===== config.mk =====
export PLATFORM = sky130hd
export DESIGN_NAME = io_port_hub
export DESIGN_NICKNAME = d
export VERILOG_FILES = /design/src/rtl/io_port_hub.sv
export SDC_FILE = /design/constraint.sdc
export NUM_CORES = 1
export LEC_CHECK = 0
export ABC_CLOCK_PERIOD_IN_PS = 2700
export BUFFER_PORTS_ARGS = -buffer_cell sky130_fd_sc_hd__buf_4
export CORE_ASPECT_RATIO = 0.75
export CORE_MARGIN = 3
export CORE_UTILIZATION = 53
export CTS_CLUSTER_DIAMETER = 200
export CTS_CLUSTER_SIZE = 28
export DETAILED_ROUTE_END_ITERATION = 10
export PLACE_DENSITY_LB_ADDON = 0.1
export SLEW_MARGIN = 30
export SYNTH_ARGS = -nofsm -noshare
export SYNTH_HDL_FRONTEND = slang
export SYNTH_SLANG_ARGS = --single-unit
export TNS_END_PERCENT = 100

===== constraint.sdc =====
create_clock -name clk -period 2.7 [get_ports clk]
set_input_delay 0 -clock clk [delete_from_list [all_inputs] [get_ports clk]]
set_output_delay 0 -clock clk [all_outputs]
set_load 0.005 [all_outputs]

===== src/rtl/io_port_hub.sv =====
// rtl/io_port_hub.sv - per-port producer/consumer FIFOs bridging processor I/O strobes.
// Each port owns an input FIFO (producer -> processor) and an output FIFO (processor -> consumer).

module io_port_hub_fifo #(
    parameter int W     = 16,
    parameter int DEPTH = 4
) (
    input  logic         clk,
    input  logic         rst,
    input  logic         push_i,
    input  logic [W-1:0] data_i,
    input  logic         pop_i,
    output logic [W-1:0] head_o,
    output logic         nonempty_o,
    output logic         can_push_o
);
    localparam int AW = $clog2(DEPTH);
    localparam int CW = AW + 1;

    logic [W-1:0]  mem_q [DEPTH];
    logic [AW-1:0] wr_ptr_q, wr_ptr_d;
    logic [AW-1:0] rd_ptr_q, rd_ptr_d;
    logic [CW-1:0] cnt_q, cnt_d;
    logic          full;
    logic          do_pop;
    logic          do_push;

    assign nonempty_o = (cnt_q != '0);
    assign full       = (cnt_q == CW'(DEPTH));
    assign do_pop     = pop_i & nonempty_o;
    // A pop in the same cycle frees the slot, so a full FIFO can still accept.
    assign can_push_o = ~full | do_pop;
    assign do_push    = push_i & can_push_o;
    assign head_o     = mem_q[rd_ptr_q];

    always_comb begin
        wr_ptr_d = wr_ptr_q;
        rd_ptr_d = rd_ptr_q;
        cnt_d    = cnt_q;
        if (do_push) begin
            wr_ptr_d = wr_ptr_q + AW'(1);
        end
        if (do_pop) begin
            rd_ptr_d = rd_ptr_q + AW'(1);
        end
        cnt_d = cnt_q + CW'(do_push) - CW'(do_pop);
    end

    always_ff @(posedge clk) begin
        if (rst) begin
            wr_ptr_q <= '0;
            rd_ptr_q <= '0;
            cnt_q    <= '0;
        end else begin
            wr_ptr_q <= wr_ptr_d;
            rd_ptr_q <= rd_ptr_d;
            cnt_q    <= cnt_d;
        end
    end

    always_ff @(posedge clk) begin
        if (do_push && !rst) begin
            mem_q[wr_ptr_q] <= data_i;
        end
    end
endmodule

module io_port_hub #(
    parameter int NPORT = 4,
    parameter int IN_W  = 16,
    parameter int OUT_W = 33,
    parameter int DEPTH = 4
) (
    input  logic                   clk,
    input  logic                   rst,
    input  logic [NPORT-1:0]       req_in,
    output logic [IN_W-1:0]        io_in,
    input  logic [NPORT-1:0]       out_en,
    input  logic [OUT_W-1:0]       io_out,
    input  logic [NPORT*IN_W-1:0]  src_data,
    input  logic [NPORT-1:0]       src_valid,
    output logic [NPORT-1:0]       src_ready,
    output logic [NPORT*OUT_W-1:0] snk_data,
    output logic [NPORT-1:0]       snk_valid,
    input  logic [NPORT-1:0]       snk_ready,
    output logic [NPORT-1:0]       rd_underflow,
    output logic [NPORT-1:0]       wr_overflow
);
    logic [NPORT-1:0] rd_sel;
    logic [NPORT-1:0] wr_sel;
    logic [IN_W-1:0]  in_head [NPORT];
    logic [NPORT-1:0] in_nonempty;
    logic [NPORT-1:0] out_can_push;
    logic [NPORT-1:0] ruf_q, ruf_d;
    logic [NPORT-1:0] wof_q, wof_d;

    // Isolate the lowest set bit so multi-hot strobes act on one port only.
    assign rd_sel = req_in & (~req_in + NPORT'(1));
    assign wr_sel = out_en & (~out_en + NPORT'(1));

    for (genvar p = 0; p < NPORT; p++) begin : g_port
        io_port_hub_fifo #(.W(IN_W), .DEPTH(DEPTH)) u_in_fifo (
            .clk        (clk),
            .rst        (rst),
            .push_i     (src_valid[p]),
            .data_i     (src_data[p*IN_W +: IN_W]),
            .pop_i      (rd_sel[p]),
            .head_o     (in_head[p]),
            .nonempty_o (in_nonempty[p]),
            .can_push_o (src_ready[p])
        );

        io_port_hub_fifo #(.W(OUT_W), .DEPTH(DEPTH)) u_out_fifo (
            .clk        (clk),
            .rst        (rst),
            .push_i     (wr_sel[p]),
            .data_i     (io_out),
            .pop_i      (snk_ready[p]),
            .head_o     (snk_data[p*OUT_W +: OUT_W]),
            .nonempty_o (snk_valid[p]),
            .can_push_o (out_can_push[p])
        );
    end

    always_comb begin
        io_in = '0;
        for (int p = 0; p < NPORT; p++) begin
            if (rd_sel[p] && in_nonempty[p]) begin
                io_in = in_head[p];
            end
        end
    end

    always_comb begin
        ruf_d = ruf_q | (rd_sel & ~in_nonempty);
        wof_d = wof_q | (wr_sel & ~out_can_push);
    end

    always_ff @(posedge clk) begin
        if (rst) begin
            ruf_q <= '0;
            wof_q <= '0;
        end else begin
            ruf_q <= ruf_d;
            wof_q <= wof_d;
        end
    end

    assign rd_underflow = ruf_q;
    assign wr_overflow  = wof_q;
endmodule


==> run_results.csv <==
group,metric,value,unit
timing,slew-limit-headroom,39.19,%
synth,synth.net_count,1678,
synth,async_flop_share,0,%
grt,grt_pass1_vias,15700,
synth,syn_area,0.03256,mm2
power_and_ir_drop,p_sw,7362,uW
synth,synthMuxAreaShare,13.80,%
power_and_ir_drop,pwr_density_cell,756.5,mW/mm2
floorplanning,die_area,0.06448,mm2
synth,synth.distinct_cells,39,
placement,portBuffers,278,
worst_hold_path,hold_path_class,"input port to flip-flop",
cells_and_area,multi_input_area,0.006887,mm2
critical_path,crit_path_end_kind,"primary output",
placement,gp_congestion,0.7875,
clocking,cts_sinks,864,
cells_and_area,layout-drive-gt1-share,30.90,%
drt,drtAntennaViolNets,0,
critical_path,startpoint_type,"flip-flop",
cells_and_area,fin_nets,2099,
power_and_ir_drop,switching_share,25.49,%
cells_and_area,fillers,4156,
timing,fmax,0.3876,GHz
grt,grt_max_degree,34,
synth,synthFlopType,"edfxtp_1",
floorplanning,die_y,220.7,um
synth,synth-adder-area-share,2.298,%
power_and_ir_drop,p_leak,0.01266,uW
critical_path,crit_required,2700,ps
cells_and_area,syn_to_final_growth,17.24,%
timing,rsz0062_at_grt,"false",
clocking,root_buffer,"clkbuf_16",
floorplanning,start_util,53.73,%
critical_path,rr_worst_depth,5,
grt,grt_pass1_wl,100400,um
synth,synth-edff-count,784,
grt,grt-ovfl-total,0,
clocking,clk_latency,590,ps
power_and_ir_drop,power_frac_comb,23.0,%
floorplanning,io_pins,279,
drt,viasPerCell,5.683,
timing,setup_viol_count_final,0,
outcome,run_status,"completed",
synth,syn_inst,1508,
timing,drv_slew,0,
floorplanning,row_count,78,
timing,post-route-min-period,2580,ps
clocking,cts.clk_slew.worst_paths,110,ps
synth,synth_compound_area_share,1.387,%
drt,wl_per_cell,24.88,um
clocking,htreeDepth,2,
synth,ys_ff_latch,864,
drt,route.detailed.drc,0,
power_and_ir_drop,power_frac_clock,22.2,%
power_and_ir_drop,seq_power_share,54.8,%
job,maxCapViolCount,0,
timing,hold_viol,0,
drt,firstDrtPassIters,5,
grt,grt_antenna_before_repair,0,
floorplanning,dieWidth,292.2,um
synth,ys_seq_area_share,77.22,%
timing,fin_setup_tns,0,ps
power_and_ir_drop,p_int,21520,uW
drt,vias,15620,
critical_path,critPathMaxFanout,16,
critical_path,rr_endpoint,"g_port[0].u_in_fifo.wr_ptr_q[1]",
clocking,cts_buffers,36,
clocking,cts_tree,"built",
timing,skew,19.58,ps
power_and_ir_drop,ir_worst_vdd,0.5266,mV
drt,totalWireLength,68390,um
critical_path,crit_end,"io_in[15]",
clocking,clk_path_buf_depth,3,
placement,dp_hpwl,43850,um
synth,synthSimpleGateAreaFrac,2.517,%
floorplanning,core,0.06061,mm2
critical_path,crit_arrival,2580,ps
cells_and_area,seq_area,0.02516,mm2
synth,synth_top_family_by_area,"multiplexers",
drt,drt_iter0_drc,1232,
critical_path,crit_type,"flip-flop to primary output",
critical_path,r2r_start,"g_port[0].u_in_fifo.cnt_q[1]",
grt,track_usage,21.26,%
timing,worst_pin_slew,912.1,ps
timing,period_share,95.55,%
critical_path,reg2reg_slack,340,ps
cells_and_area,finish.utilization,62.99,%
synth,syn_avg_cell_area,21.59,um2
clocking,cts_setup_buffers,0,
synth,synth-xor-area-share,1.076,%
synth,yosysWarnings,0,
[cell families after synthesis]
| kind of cell | count (synthesis) |
|---|---|
| flops | 864 |
| compound gates | 65 |
| simple gates | 155 |
| mux | 204 |
| buf+inv | 125 |
| fa+ha+maj | 55 |
| xor+xnor | 40 |
[power groups by stage]
stage | clock network (uW) | registers (uW) | logic (uW)
after floorplan | 0 | 15800 | 3910
after global placement | 0 | 16100 | 6540
after detailed placement | 0 | 16100 | 6620
after CTS | 6630 | 15800 | 6820
after global routing | 7110 | 15900 | 7250
final | 6410 | 15800 | 6650
[worst min path at each step]
stage / start / to / depth (start not counted)
floorplan: src_data[0] / g_port[0].u_in_fifo.mem_q[0][0] / 0
global placement: src_data[19] / g_port[1].u_in_fifo.mem_q[2][3] / 1
detailed placement: src_data[46] / g_port[2].u_in_fifo.mem_q[3][14] / 1
CTS: src_data[22] / g_port[1].u_in_fifo.mem_q[2][6] / 2
global route: src_data[49] / g_port[3].u_in_fifo.mem_q[2][1] / 2
finish: src_data[49] / g_port[3].u_in_fifo.mem_q[2][1] / 2
[flip-flops by register name (all words and copies together), names as in the netlist, named ones only]
| name | flops |
|---|---|
| g_port.u_in_fifo.cnt_q | 12 |
| g_port.u_in_fifo.mem_q | 256 |
| g_port.u_in_fifo.rd_ptr_q | 8 |
| g_port.u_in_fifo.wr_ptr_q | 8 |
| g_port.u_out_fifo.cnt_q | 12 |
| g_port.u_out_fifo.mem_q | 528 |
| g_port.u_out_fifo.rd_ptr_q | 8 |
| g_port.u_out_fifo.wr_ptr_q | 8 |
| rd_underflow | 4 |
| wr_overflow | 4 |
[cell usage after synthesis, types with 2 or more instances]
cell,count,area [um2]
a22oi_1,16,120.1
mux2i_1,8,80.08
inv_1,50,187.7
clkbuf_1,26,97.59
nor2b_1,15,93.84
nor4b_1,5,43.79
or3_1,6,37.54
mux4_2,196,4414
or4_1,3,22.52
a31oi_1,2,12.51
and2_1,33,206.5
buf_1,9,33.78
buf_4,12,90.09
nor3_1,4,20.02
edfxtp_1,784,23540
nor2_1,69,259.0
nand2_1,8,30.03
and3b_1,2,17.52
clkbuf_2,2,10.01
ha_1,47,588.1
buf_2,25,125.1
fa_1,8,160.2
o41ai_2,2,32.53
xor2_1,12,105.1
a21oi_1,23,115.1
nand3_1,3,15.01
dfxtp_1,80,1602
o31a_1,5,43.79
xnor2_1,28,245.2
o22ai_1,16,100.1
[per-stage QoR]
step,power (uW),instances,hold slack (ps),setup WS [ps],cell area (um2)
floorplan,19700,1508,98.87,170.1,32560
global placement,22640,2567,199.2,404.8,35900
detailed placement,22760,2567,204.0,247.9,35900
CTS,29280,2748,117.8,7.128,38170
global route,30280,2748,144.7,2.203,38170
finish,28880,2749,162.6,120.2,38180
[cell type report]
type,count,share of cell area [%]
Sequential cell,864,65.89
Multi-Input combinational cell,519,18.04
Timing Repair Buffer,458,10.25
Clock buffer,55,2.658
Tap cell,800,2.622
Inverter,50,0.4916
Clock inverter,2,0.04588
Antenna cell,1,0.006555
[layout by cell type, fill, tap and decap left out, types with 23 or more instances in the layout]
| cell | instances |
|---|---|
| xnor2_1 | 28 |
| a21oi_1 | 23 |
| ha_1 | 47 |
| nor2_1 | 69 |
| mux4_2 | 196 |
| clkbuf_16 | 38 |
| dlygate4sd3_1 | 124 |
| dfxtp_1 | 71 |
| inv_1 | 50 |
| edfxtp_1 | 784 |
| buf_4 | 321 |
[what timing repair did]
action,in CTS,in global routing
endpoints found under the setup margin,4,5
resized for setup,1,1
gates cloned,0,0
endpoints found under the hold margin,846,0
hold buffers,124,0
[routing by layer]
metal / GRT usage [%] / vias to the layer above / routed length, um
li1: - / 6856 / -
met3: 3.542 / 66 / 4424
met5: 0 / - / 0
met4: 4.248 / 0 / 1164
met1: 32.45 / 8279 / 30780
met2: 33.16 / 421 / 32020
[worst max-delay path: stages, from the launching register on]
cell     delay, ps
dfxtp_1        320
buf_4          310
mux4_2         610
a22oi_1        420
a21oi_1        180
buf_4          160
Power figures use the tool's default switching activity.
